[src/rtl/bram_axis_pkg.sv]
// bram_axis_pkg: shared widths and FSM encoding for the BRAM-to-AXIS streamer
package bram_axis_pkg;
  localparam int DATA_WIDTH = 32;
  localparam int BRAM_WIDTH = 1152;
  localparam int ADDR_WIDTH = 12;
  localparam int WORDS = BRAM_WIDTH / DATA_WIDTH;
  localparam int CNT_W = $clog2(WORDS);
  localparam int STRB_W = DATA_WIDTH / 8;
  typedef enum logic [2:0] {IDLE, FETCH, WAIT, STREAM, DONE} state_t;
endpackage

[src/rtl/bram_axis_streamer_row_serializer.sv]
// row_serializer: shifts one BRAM row out as WORDS AXIS beats, word 0 first
module row_serializer
  import bram_axis_pkg::*;
(
  input  logic                  clk,
  input  logic                  rst_n,
  input  logic                  load,
  input  logic [BRAM_WIDTH-1:0] row,
  input  logic                  last_row,
  input  logic                  tready,
  output logic                  tvalid,
  output logic [DATA_WIDTH-1:0] tdata,
  output logic [STRB_W-1:0]     tstrb,
  output logic                  tlast,
  output logic                  last_beat
);
  logic [BRAM_WIDTH-1:0] sr;
  logic [CNT_W-1:0]      cnt;
  assign last_beat = tvalid && cnt == CNT_W'(WORDS - 1);
  assign tdata = sr[DATA_WIDTH-1:0];
  assign tstrb = {STRB_W{tvalid}};
  assign tlast = last_beat && last_row;
  // a load wins over a handshake so a prefetched row can be swapped in on the last beat
  always_ff @(posedge clk or negedge rst_n)
    if (!rst_n) begin
      sr     <= '0;
      cnt    <= '0;
      tvalid <= 1'b0;
    end else if (load) begin
      sr     <= row;
      cnt    <= '0;
      tvalid <= 1'b1;
    end else if (tvalid && tready) begin
      sr     <= sr >> DATA_WIDTH;
      cnt    <= cnt + 1'b1;
      tvalid <= !last_beat;
    end
endmodule

[src/rtl/bram_axis_streamer.sv]
// bram_axis_streamer: streams BRAM rows start..bound as AXIS beats; BRAM_AXIS_PREFETCH_EN adds a prefetch row buffer
module bram_axis_streamer
  import bram_axis_pkg::*;
(
  input  logic                  m00_axis_aclk,
  input  logic                  m00_axis_aresetn,
  input  logic                  start,
  input  logic [ADDR_WIDTH-1:0] bram_start_addr,
  input  logic [ADDR_WIDTH-1:0] bram_bound_addr,
  output logic                  busy,
  output logic                  done,
  output logic                  BRAM_CLK,
  output logic                  BRAM_EN,
  output logic                  BRAM_WEN,
  output logic [ADDR_WIDTH-1:0] BRAM_ADDR,
  input  logic [BRAM_WIDTH-1:0] BRAM_OUT,
  output logic                  m00_axis_tvalid,
  output logic [DATA_WIDTH-1:0] m00_axis_tdata,
  output logic [STRB_W-1:0]     m00_axis_tstrb,
  output logic                  m00_axis_tlast,
  input  logic                  m00_axis_tready
);
  state_t                state, state_nxt;
  logic [ADDR_WIDTH-1:0] addr, bound;
  logic                  load, fin, last_row, last_beat, pf_issue;
  logic [BRAM_WIDTH-1:0] row;
  assign last_row = addr == bound;
  assign fin = state == STREAM && m00_axis_tvalid && m00_axis_tready && last_beat;
`ifdef BRAM_AXIS_PREFETCH_EN
  localparam bit PF = 1'b1;
  logic                  pf_sent, pf_pend;
  logic [BRAM_WIDTH-1:0] pf_buf;
  // next row is requested on the first handshake of each row that is not the bound
  assign pf_issue = state == STREAM && m00_axis_tvalid && m00_axis_tready && !pf_sent && !last_row;
  assign row = state == STREAM ? pf_buf : BRAM_OUT;
  always_ff @(posedge m00_axis_aclk or negedge m00_axis_aresetn)
    if (!m00_axis_aresetn) begin
      pf_sent <= 1'b0;
      pf_pend <= 1'b0;
      pf_buf  <= '0;
    end else begin
      pf_sent <= load ? 1'b0 : pf_sent | pf_issue;
      pf_pend <= pf_issue;
      if (pf_pend) pf_buf <= BRAM_OUT;
    end
`else
  localparam bit PF = 1'b0;
  assign pf_issue = 1'b0;
  assign row = BRAM_OUT;
`endif
  assign load = state == WAIT || (PF && fin && !last_row);
  always_ff @(posedge m00_axis_aclk or negedge m00_axis_aresetn)
    if (!m00_axis_aresetn) state <= IDLE;
    else state <= state_nxt;
  always_ff @(posedge m00_axis_aclk or negedge m00_axis_aresetn)
    if (!m00_axis_aresetn) begin
      addr  <= '0;
      bound <= '0;
    end else if (state == IDLE && start) begin
      addr  <= bram_start_addr;
      bound <= bram_bound_addr;
    end else if (fin && !last_row) begin
      addr  <= addr + 1'b1;
    end
  always_comb begin
    state_nxt = state;
    case (state)
      IDLE:    state_nxt = !start ? IDLE : bram_start_addr > bram_bound_addr ? DONE : FETCH;
      FETCH:   state_nxt = WAIT;
      WAIT:    state_nxt = STREAM;
      STREAM:  state_nxt = !fin ? STREAM : last_row ? DONE : PF ? STREAM : FETCH;
      default: state_nxt = IDLE;
    endcase
  end
  assign busy = state != IDLE;
  assign done = state == DONE;
  assign BRAM_CLK = m00_axis_aclk;
  assign BRAM_WEN = 1'b0;
  assign BRAM_EN = state == FETCH || pf_issue;
  assign BRAM_ADDR = state == FETCH ? addr : pf_issue ? addr + 1'b1 : '0;
  row_serializer u_ser (
    .clk       (m00_axis_aclk),
    .rst_n     (m00_axis_aresetn),
    .load      (load),
    .row       (row),
    .last_row  (last_row),
    .tready    (m00_axis_tready),
    .tvalid    (m00_axis_tvalid),
    .tdata     (m00_axis_tdata),
    .tstrb     (m00_axis_tstrb),
    .tlast     (m00_axis_tlast),
    .last_beat (last_beat)
  );
endmodule

[config.mk]
export PLATFORM = sky130hd
export DESIGN_NAME = bram_axis_streamer
export DESIGN_NICKNAME = d
export VERILOG_FILES = /design/src/rtl/bram_axis_pkg.sv /design/src/rtl/bram_axis_streamer_row_serializer.sv /design/src/rtl/bram_axis_streamer.sv
export SDC_FILE = /design/constraint.sdc
export NUM_CORES = 2
export LEC_CHECK = 0
export BUFFER_PORTS_ARGS = -buffer_cell sky130_fd_sc_hd__buf_4
export CORE_AREA = 2 2 484 486
export DETAILED_ROUTE_END_ITERATION = 6
export DIE_AREA = 0 0 486 488
export REMOVE_ABC_BUFFERS = 1
export SLEW_MARGIN = 10
export SYNTH_ARGS = -nofsm -noshare
export SYNTH_HDL_FRONTEND = slang
export SYNTH_SLANG_ARGS = --single-unit
[constraint.sdc]
create_clock -name m00_axis_aclk -period 1.9 [get_ports m00_axis_aclk]
set_input_delay 0.19 -clock m00_axis_aclk [delete_from_list [all_inputs] [get_ports m00_axis_aclk]]
set_output_delay 0.19 -clock m00_axis_aclk [all_outputs]
set_load 0.005 [all_outputs]
==> flow_metrics.env <==
export IMPL_ys_ff_latch=1186
export IMPL_crit_chain="xnor2_1 > nand4_1 > nor3_2 > buf_12 > and3_4 > buf_6"
export IMPL_initial_core_util_pct=23.0
export IMPL_worst_pin_slew_ps=611
export IMPL_critPathLaunch="addr[3]"
export IMPL_power_total_uw=104000
export IMPL_grt_pass1_vias=58400
export IMPL_firstDrtPassIters=6
export IMPL_cts_tree="built"
export IMPL_r2r_end="u_ser.sr[32]"
export IMPL_synth_cells=6446
export IMPL_setup_viol=1052
export IMPL_drive_gt1_share_pct=26.7
export IMPL_slowest_stage="dfrtp_1"
export IMPL_nets=10300
export IMPL_ff2ff_path_depth=12
export IMPL_timing_hold_ws_ps=85.8
export IMPL_ios=1235
export IMPL_hpwl_um=161000
export IMPL_finalSetupTns_ps=-134290
export IMPL_mostFrequentLayoutCells="nand2_1 (2058), buf_4 (1412), dlygate4sd3_1 (1193)"
export IMPL_endpoint_kind="primary output"
export IMPL_clock_latency_ps=900
export IMPL_rows=177
export IMPL_post_route_util_pct=40.5
export IMPL_relSlewSlack_pct=59.2
export IMPL_syn_to_final_growth_pct=75.6
export IMPL_drt_initial_drc_count=6167
export IMPL_fmax_mhz=398
export IMPL_grt_pass1_wl_um=363000
export IMPL_path_class="reg2out"
export IMPL_vias_per_cell=4.95
export IMPL_synth_cell_type_count=41
export IMPL_whs_path_depth=3
export IMPL_seq_area_frac_synth_pct=55.5
export IMPL_die_h_um=488
export IMPL_maxCapViolCount=0
export IMPL_antenna_found_initial=42
export IMPL_ir_drop_mv=0.720
export IMPL_gp_congestion=0.911
export IMPL_cpPeakStageDelay_ps=400
export IMPL_cp_data_required_time_ps=1710
export IMPL_wl_per_cell_um=21.7
export IMPL_hold_class="in2reg"
export IMPL_synthTopCellsByArea="dfrtp_1 (56%), nand2_1 (16%), a31oi_1 (13%)"
export IMPL_drc=0
export IMPL_hold_end="u_ser.sr[1138]"
export IMPL_worst_clock_skew_ps=29.9
export IMPL_gr_total_overflow=0
export IMPL_core_area_sq_um=232000
export IMPL_p_leak_uw=0.0424
export IMPL_finalHoldViolCount=0
export IMPL_die_area_sq_um=237000
export IMPL_final_common_cell="nand2_1"
export IMPL_grt_max_degree=99
export IMPL_timing_rr_start="state[2]"
export IMPL_hold_start="BRAM_OUT[1138]"
export IMPL_violations="setup timing"
export IMPL_totalWireLength_um=267000
export IMPL_synth_top_cell_area_share_pct=55.5
export IMPL_rrSetupSlack_ps=-460
export IMPL_drtAntennaViolNets=0
export IMPL_fin_crit_ps=2510
export IMPL_io_buffers=1233
export IMPL_clkTransAtPathRegs_ps=60
export IMPL_rsz0062_at_grt="yes"
export IMPL_powerDensity_nw_per_um2=1110
export IMPL_synth_area_sq_um=53400
export IMPL_gr_usage_all_layers_pct=20.0
export IMPL_yosys_area_top_type="dfrtp_1"
export IMPL_status="complete, but fails checks"
export IMPL_yosys_warnings=0
export IMPL_cp_max_fo=2
export IMPL_synth_area_per_cell_sq_um=8.29
export IMPL_drv_slew=0
export IMPL_die_x_um=486
export IMPL_worstSetupStartpointType="flip-flop"
export IMPL_fin_cells=12300
export IMPL_fin_ws_ps=-611
export IMPL_fin_crit_sh_pct=132
export IMPL_crit_arrival_ps=2320
export IMPL_dpl_cell_count=10500
export IMPL_vias=60900
-- cells by family (layout without fill, tap and decap cells) --
logic type / Yosys count / after routing / synth area share, %
muxes: 2 / 2 / 0.0398
adders and majority gates: 14 / 14 / 0.328
and+or+nand+nor: 3461 / 3461 / 24.7
DFF: 1186 / 1186 / 55.5
xor gates and xnor gates: 27 / 27 / 0.442
buffers and inverters: 565 / 3335 / 4.91
AOI/OAI and AO/OA: 1190 / 1190 / 14.0
other: 1 / 43 / 0.00702
-- critical path: cells and delay by family, from the launching register on --
family / cells / cell delay [ps]
buffers and inverters: 2 / 240
XOR/XNOR: 1 / 190
flip-flops: 1 / 400
AND/OR/NAND/NOR: 3 / 590
-- registers in the layout, indices dropped and copies added, names as in the netlist --
register	count
state	3
u_ser.tvalid	1
u_ser.sr	1152
u_ser.cnt	6
addr	12
bound	12
-- synthesized netlist by cell type (all sizes together) --
cell type,instances
mux2,1
clkbuf,201
nor3b,4
a32o,1
nor4b,1
a21o,2
and4b,1
and4,1
nor2,1140
ha,14
nand2b,2
inv,14
a31oi,1121
a22o,32
nand3,2
nor4,3
xor2,3
or3,1
xnor2,24
mux2i,1
and2,15
nor2b,3
o21a,2
conb,1
nor3,7
buf,350
dfrtp,1186
nand2,2266
and3b,1
a21oi,17
nand4,11
o21ai,15
and3,3
-- power by group --
part | total (uW) | internal (uW) | switching (uW)
clock | 27300 | 15600 | 11600
sequential | 41200 | 34600 | 6560
combinational | 35300 | 17500 | 17800
-- what timing repair did --
item | 4_1_cts | 5_1_grt
pin swaps | 186 | 187
endpoints found under the setup margin | 116 | 1173
gates cloned | 79 | 86
setup buffers | 78 | 94
hold endpoints to repair | 2367 | 0
resized for setup | 407 | 496
hold buffers | 1194 | 0
-- metrics by stage --
step	cell area, sq um	setup slack, ps
after floorplan	50900	-93210
after global placement	67900	-138
after detailed placement	67900	-105
after CTS	88900	-685
after global routing	93800	-714
final	93900	-611
-- routing by layer --
layer / track usage (%) / part of all wire (%) / vias up
met3: 3.87 / 8.2 / 961
met1: 24.9 / 39 / 29300
met4: 11.9 / 7.0 / 12
li1: - / - / 26900
met2: 32.0 / 46 / 3659
met5: 0 / 0.029 / -
-- area by class of cell --
cell class / count / area, sq um
repair buffers: 3078 / 32300
flip-flops and latches: 1186 / 29700
clock buffers: 194 / 4040
fillers: 21200 / 138000
multi-input cells: 4695 / 23400
clock inverters: 49 / 544
diodes: 42 / 105
inverters: 14 / 52.6
well taps: 3043 / 3810
-- how the worst max path moves through the flow --
stage / endpoint
finish: m00_axis_tlast
global route: m00_axis_tlast
CTS: m00_axis_tlast
detailed placement: u_ser.sr[1022]
global placement: u_ser.sr[1022]
floorplan: u_ser.cnt[5]
Note: power is estimated with default switching activity, not from simulation.
